<file path="config.mk">
export PLATFORM = sky130hd
export DESIGN_NAME = audio_hold_ctrl_flat
export DESIGN_NICKNAME = d
export VERILOG_FILES = /design/src/rtl/audio_hold_if.sv /design/src/rtl/audio_hold_ctrl.sv /design/src/flat_wrapper.sv
export SDC_FILE = /design/constraint.sdc
export NUM_CORES = 1
export LEC_CHECK = 0
export ABC_AREA = 1
export BUFFER_PORTS_ARGS = -buffer_cell sky130_fd_sc_hd__buf_2
export CAP_MARGIN = 10
export CORE_AREA = 2 2 39 41
export CTS_BUF_LIST = sky130_fd_sc_hd__clkbuf_16
export CTS_CLUSTER_DIAMETER = 150
export DETAILED_ROUTE_END_ITERATION = 7
export DIE_AREA = 0 0 41 43
export SLEW_MARGIN = 20
export SYNTH_ARGS = -nofsm -noshare
export SYNTH_HDL_FRONTEND = slang
export SYNTH_SLANG_ARGS = --single-unit
export TNS_END_PERCENT = 5
</file>
<file path="constraint.sdc">
create_clock -name CLK -period 1.4 [get_ports CLK]
set_input_delay 0.14 -clock CLK [delete_from_list [all_inputs] [get_ports CLK]]
set_output_delay 0.14 -clock CLK [all_outputs]
set_load 0.05 [all_outputs]
</file>
<file path="src/rtl/audio_hold_if.sv">
// Handshake bundle between the hold requesters/frame clock and audio_hold_ctrl.
interface audio_hold_if;
    logic       frame_strobe;
    logic [1:0] req;
    logic       timeout_clr;
    logic [1:0] grant;
    logic       hold_output;
    logic       timeout;

    modport master (
        output frame_strobe, req, timeout_clr,
        input  grant, hold_output, timeout
    );

    modport slave (
        input  frame_strobe, req, timeout_clr,
        output grant, hold_output, timeout
    );
endinterface

</file>
<file path="src/rtl/audio_hold_ctrl.sv">
// Two-requester round-robin arbiter that freezes the audio sample buffer on frame boundaries.
// Optional forced release after HOLD_MAX_FRAMES: define AUDIO_HOLD_TIMEOUT_EN.
module audio_hold_ctrl #(
    parameter int HOLD_MAX_FRAMES = 255,
    parameter int CNT_W           = 8
) (
    input  logic          CLK,
    input  logic          nRST,
    audio_hold_if.slave   if_hold
);

    typedef enum logic [1:0] {IDLE, ARM, HOLD, RELEASE} state_t;

    localparam logic [CNT_W-1:0] L_MAX = CNT_W'(HOLD_MAX_FRAMES);

    state_t           r_state;
    logic             r_win;      // 0 = A, 1 = B
    logic             r_last;
    logic [1:0]       r_grant;
    logic             r_hold;
    logic [CNT_W-1:0] r_cnt;

    logic [1:0]       w_elig;
    logic             w_pick;
    logic             w_win_req;
    logic [CNT_W-1:0] w_cnt_nxt;
    logic [1:0]       w_win_onehot;

`ifdef AUDIO_HOLD_TIMEOUT_EN
    logic [1:0]       r_block;
    logic             r_timeout;
    logic             w_to_set;

    assign w_elig   = if_hold.req & ~r_block;
    assign w_to_set = (r_state == HOLD) && w_win_req && if_hold.frame_strobe &&
                      (w_cnt_nxt == L_MAX);

    // A timed-out requester stays blocked until its req is seen low; a new block wins.
    always_ff @(posedge CLK or negedge nRST) begin
        if (!nRST) begin
            r_block   <= '0;
            r_timeout <= 1'b0;
        end else begin
            r_block <= (r_block & if_hold.req) | (w_to_set ? w_win_onehot : 2'b00);
            if (w_to_set)
                r_timeout <= 1'b1;
            else if (if_hold.timeout_clr)
                r_timeout <= 1'b0;
        end
    end

    assign if_hold.timeout = r_timeout;
`else
    logic w_unused_clr;

    assign w_elig          = if_hold.req;
    assign w_unused_clr    = if_hold.timeout_clr;
    assign if_hold.timeout = 1'b0;
`endif

    // Both eligible: whoever was not granted last; otherwise the lone eligible one.
    assign w_pick       = (w_elig == 2'b11) ? ~r_last : w_elig[1];
    assign w_win_req    = if_hold.req[r_win];
    assign w_win_onehot = r_win ? 2'b10 : 2'b01;
    assign w_cnt_nxt    = (r_cnt == L_MAX) ? r_cnt : r_cnt + 1'b1;

    always_ff @(posedge CLK or negedge nRST) begin
        if (!nRST) begin
            r_state <= IDLE;
            r_win   <= 1'b0;
            r_last  <= 1'b1;
            r_grant <= '0;
            r_hold  <= 1'b0;
            r_cnt   <= '0;
        end else begin
            case (r_state)
                IDLE: begin
                    if (|w_elig) begin
                        r_win   <= w_pick;
                        r_state <= ARM;
                    end
                end
                ARM: begin
                    if (!w_win_req) begin
                        r_state <= IDLE;
                    end else if (if_hold.frame_strobe) begin
                        r_grant <= w_win_onehot;
                        r_hold  <= 1'b1;
                        r_cnt   <= '0;
                        r_last  <= r_win;
                        r_state <= HOLD;
                    end
                end
                HOLD: begin
                    if (!w_win_req) begin
                        r_grant <= '0;
                        r_state <= RELEASE;
                    end else if (if_hold.frame_strobe) begin
                        r_cnt <= w_cnt_nxt;
`ifdef AUDIO_HOLD_TIMEOUT_EN
                        if (w_cnt_nxt == L_MAX) begin
                            r_grant <= '0;
                            r_state <= RELEASE;
                        end
`endif
                    end
                end
                RELEASE: begin
                    // Buffer unfreezes only on a frame boundary.
                    if (if_hold.frame_strobe) begin
                        r_hold  <= 1'b0;
                        r_state <= IDLE;
                    end
                end
                default: r_state <= IDLE;
            endcase
        end
    end

    assign if_hold.grant       = r_grant;
    assign if_hold.hold_output = r_hold;

endmodule

</file>
<file path="src/flat_wrapper.sv">
// flat-port wrapper written by rule: the top's interface ports become plain ports
module audio_hold_ctrl_flat 
#(
    parameter int HOLD_MAX_FRAMES = 255,
    parameter int CNT_W           = 8
)
  (CLK, nRST, if_hold_frame_strobe, if_hold_req, if_hold_timeout_clr, if_hold_grant, if_hold_hold_output, if_hold_timeout);
  audio_hold_if if_hold_i ();
  input  logic CLK;
  input  logic nRST;
  input wire logic [$bits(if_hold_i.frame_strobe)-1:0] if_hold_frame_strobe;
  input wire logic [$bits(if_hold_i.req)-1:0] if_hold_req;
  input wire logic [$bits(if_hold_i.timeout_clr)-1:0] if_hold_timeout_clr;
  output wire logic [$bits(if_hold_i.grant)-1:0] if_hold_grant;
  output wire logic [$bits(if_hold_i.hold_output)-1:0] if_hold_hold_output;
  output wire logic [$bits(if_hold_i.timeout)-1:0] if_hold_timeout;
  assign if_hold_i.frame_strobe = if_hold_frame_strobe;
  assign if_hold_i.req = if_hold_req;
  assign if_hold_i.timeout_clr = if_hold_timeout_clr;
  assign if_hold_grant = if_hold_i.grant;
  assign if_hold_hold_output = if_hold_i.hold_output;
  assign if_hold_timeout = if_hold_i.timeout;
  audio_hold_ctrl #(.HOLD_MAX_FRAMES(HOLD_MAX_FRAMES), .CNT_W(CNT_W)) u_core (.CLK(CLK), .nRST(nRST), .if_hold(if_hold_i));
endmodule
</file>
Word-level counts from Yosys, hierarchy flattened --
Index checks and enable logic that the tools add are counted.
Cells by class: order comparisons 1, equal/unequal tests 10, mux-type cells 18, bitwise logic cells 1, reduce and logical (&&, ||, !) cells 9
Operator list (count):
- 2-to-1 mux 2 bit | 9
- AND reduction 4 bit | 3
- one-hot mux 2 bit (4 select lines) | 1
- == test 2 bit, second input constant | 3
- 2-to-1 mux 1 bit | 6
- inequality test 2 bit, second input constant | 3
- inequality test 2 x 1 -> 1 bit, second input constant | 2
- one-hot mux 2 bit (2 select lines) | 1
- nonzero test 2 bit | 2
- inequality test 3 bit, second input constant | 1
- AND reduction 3 bit | 1
- == test 2 x 1 -> 1 bit, second input constant | 1
- zero test 2 bit | 1
- < comparator 1 x 2 -> 1 bit, second input constant | 1
- one-hot mux 1 bit (2 select lines) | 1
- AND reduction 2 bit | 1
- OR reduction 2 bit | 1
- inverter 1 bit | 1
Word-level totals: register bits 7, input port bits 6, output and inout port bits 4, word-level logic and storage cells 44

Depth between registers and ports, before layout --
depth after elaboration 4, depth in mapped cells 7, mapped depth without buffers 7

Least setup slack after synthesis --
Ideal clock, no wire load.
path kind reg2reg, start register with a tool-made name, end register u_core.r_state[0], library setup time 0.124 ns, arrival time 0.886 ns, data required time 1.276 ns, slack 0.390 ns, stages on the path, launching flop included 8, period minus slack after synthesis 1.010 ns, cell sequence dfrtp_1 buf_2 nor2_1 nand2_1 nand2_1 inv_1 nand3_1 nand2_1
RTL lines:
- to (signal assigned) | RTL line audio_hold_ctrl.sv:69 | r_state <= IDLE;
- to (signal assigned) | RTL line audio_hold_ctrl.sv:80 | r_state <= ARM;
- to (signal assigned) | RTL line audio_hold_ctrl.sv:85 | r_state <= IDLE;
- to (decl) | RTL line audio_hold_ctrl.sv:16 | state_t r_state;

==> results.txt <==
The flow ran to the end, and the final reports show no timing, DRC or antenna violations. The initial antenna violation count came out at 0. TritonCTS built the clock tree. The critical path endpoint category is a register. The layout cell share with drive strength beyond 1 came out at 27.87%. met1 is the most crowded layer. The area enclosed by the die boundary is 0.001763 sq mm.

The synthesized netlist occupies a cell area of 392.9 sq um. The total count of max-transition violations in the final report was 0; the part of the power in combinational logic was 36.8%. In this run the worst path has a maximum fanout of 9. STA classifies the critical path startpoint as a register.

The worst register-to-register path has a setup slack of 0.28 ns. The run gives 707 microns as the total detailed-routing wirelength. The tools report the count of nets after finishing as 68. Setup repair after global routing left no endpoint under its margin. The total leakage power came out at 0.2817 nW.

The initial cell density of the core was 28.39%. The tools report the final hold violation count as 0. The floorplan step set the die width to 41 microns. The internal power came out at 838.0 uW. The logs give 0 for the global route total overflow and 0 for the number of gates given a new drive strength after cts. Destination of the worst hold path: u_core.r_win.

The first global-routing pass estimated 1173 microns of wire. Of the post-synthesis cell area, the dominant cell type holds 38.22%. The number of instances in the synthesized netlist came out at 51.

Across the run, the number of max-cap violations was 0. Overall power of the completed layout: 1.406 mW. The pre-antenna-repair detailed-routing pass consisted of 4 iterations.

In this run the critical register-to-register path is captured at u_core.r_state[0]. In this run the power density over the cells is 2681 mW/mm^2. Setup total negative slack on the finished layout was measured at 0 ns. The run gives 567.5 uW as the power dissipated by switching net loads. For the number of antenna diodes, the log shows 0. In this run, flip-flops and latches consume 29.3% of the power.

In the global route stage, overall resource usage came out at 10.38%. Across all setup checks in the final design, the least slack found is 0.2820 ns. For this run, global-route usage on met1 was measured as 13.36%. The filler cell count is 139. The critical path is of the reg2reg type. CTS saw 7 sinks. Averaged over all synthesized cells, the footprint is 7.703 sq um. Timing analysis after detailed placement gives a worst setup slack of 0.3164 ns.

The count of state elements after synthesis came out at 7. The net switching fraction of the power works out to 40.38%. In the routed layout, each cell is associated on average with a via count of 4.312.

In this run the count of I/O pins placed on the die edge is 10. In the post-synthesis netlist, the biggest area contributors are dfrtp_1, nand2_1, nand3_1. The run gives 1 as the hold buffer count at CTS. The clock passes through at most 2 buffers. The clock input transition at the sequential cells of the worst setup and hold paths was 0.04 ns. The detailed placer's ending HPWL was 538.4 microns. Global routing used 12.81% of the available met2 tracks.

The worst clock skew came out at 0.003863 ns. The run gives 332 as the via count. The number of nets handed over by synthesis was 57. In this run, CTS created clock tree buffers numbering 3. The floorplan step defined a core boundary enclosing 0.001384 sq mm. The height of the die is 43 microns, and the power share of the clock group is 33.9%.

Dividing the final minimum period by the clock period gives 79.86%. The tools report the number of library cell types mapped by synthesis as 18. Once detail routing completed, the nets flagged for antenna violations numbered 0.

For this run, the register share of the synthesized area comes to 44.90%. In this run the tool buffered the top-level ports with 7 buffer cells. The later-pin clock latency in the skew report is 0.23 ns, and the number of buffers inserted by post-CTS setup repair is 0. At the end of routability-driven placement, the weighted congestion stood at 0.7623. STA puts the critical path data required time at 1.51 ns. For the largest net degree at the start of global routing, the log shows 10. The tools report the DRC violation total after the first TritonRoute iteration as 8. After detailed routing, the number of remaining DRC violations is 0. Setup violations remaining at the end of the flow were counted as 0. For met3 alone, demand over resource in global routing was 9.424%. In this run the most critical hold path is launched from if_hold_req[1]. The logs give 1 for the CTS H-tree depth and 0 for the Yosys warning count.

Counting I/O delays and the setup requirement, the final critical path takes 1.118 ns. The clock root buffer is clkbuf_16. The arrival time at the worst endpoint is 1.23 ns, and the logic depth of the worst register-to-register path is 6. The worst hold path passes through 3 cells. For the maximum ir drop on the vdd rail, the log shows 986.7 uV. Once layout is complete, the utilization of the core stands at 37.88%.

The row count came out at 14. The largest total area in the synthesized netlist belongs to dfrtp_1. The worst min-delay path class is in2reg. Number of global-route vias before repair: 298. Dividing the detail-routed wire length by the instance count gives 9.182 microns. Relative to the synthesized area, the layout overhead comes to 33.44%. The highest clock rate is 894.4 MHz, and the minimum hold slack is 0.1927 ns.
Yosys cell counts:
master    number
o21ai_0        3
nand2_2        2
inv_2          1
dfstp_2        1
o211ai_1       1
clkinv_2       1
nand3_1        6
buf_4          1
nand4_1        1
conb_1         1
nand2_1       16
nor2_1         3
nand3_4        1
inv_1          4
nor2_4         1
nor3_1         1
dfrtp_1        6
buf_2          1
placed cells by master (no fill, tap or decap):
master,n
conb_1,1
nand2_1,16
nand4_1,1
o211ai_1,1
dfstp_2,1
nor2_4,1
dlygate4sd3_1,1
nor3_1,1
nand3_4,1
dfrtp_1,6
buf_2,7
nand3_1,6
o21ai_0,3
inv_2,1
nor2_1,3
clkinv_2,1
inv_1,5
clkbuf_16,3
nand2_2,2
worst max-delay path by stage:
stage | from | end | slack, ns | cells past startpoint
after floorplan | register | u_core.r_state[0] | 0.39 | 7
after global placement | register | u_core.r_state[0] | 0.32 | 6
after detailed placement | register | u_core.r_state[0] | 0.32 | 6
after CTS | register | u_core.r_state[0] | 0.30 | 6
after global routing | register | u_core.r_state[0] | 0.18 | 6
final | register | u_core.r_state[0] | 0.28 | 6
cells by family after synthesis:
family          after synthesis  share of synthesized area [%]
compound gates                4                          5.732
buf+inv                       8                          9.232
flops                         7                          44.90
other cells                   1                         0.9545
simple gates                 31                          39.17
layout make-up:
cell class / instances / area, sq um / share of cell area (%)
clock buffer: 3 / 75.07 / 14.32
clock inverter: 1 / 3.754 / 0.7160
inverter: 6 / 23.77 / 4.535
multi-input combinational: 36 / 180.2 / 34.37
sequential: 7 / 176.4 / 33.65
tap: 16 / 20.02 / 3.819
timing repair buffer: 8 / 45.04 / 8.592
power by group through the flow:
| stage | sequential (mW) | clock, mW | combinational [mW] |
|---|---|---|---|
| finish | 0.412 | 0.476 | 0.517 |
| global route | 0.427 | 0.509 | 0.574 |
| CTS | 0.412 | 0.489 | 0.522 |
| detailed placement | 0.414 | 0 | 0.517 |
| global placement | 0.412 | 0 | 0.510 |
| floorplan | 0.502 | 0 | 0.331 |
worst max-delay path, cell delays in order (launching register included):
cell,delay (ns)
dfrtp_1,0.47
nor2_1,0.22
nand2_1,0.08
nand2_1,0.06
inv_1,0.03
nand3_1,0.07
nand2_1,0.06
per-stage QoR:
| stage | std cells | area (sq um) |
|---|---|---|
| after global routing | 77 | 524.3 |
| after global placement | 72 | 435.4 |
| after floorplan | 51 | 392.9 |
| final | 77 | 524.3 |
| after CTS | 77 | 524.3 |
| after detailed placement | 72 | 435.4 |
layer usage:
metal | part of all wire, % | vias up
li1 | - | 178
met1 | 49 | 144
met2 | 43 | 10
met3 | 7.9 | 0
met4 | 0 | 0
met5 | 0 | -
No activity file was read; power rests on OpenSTA's default activity.
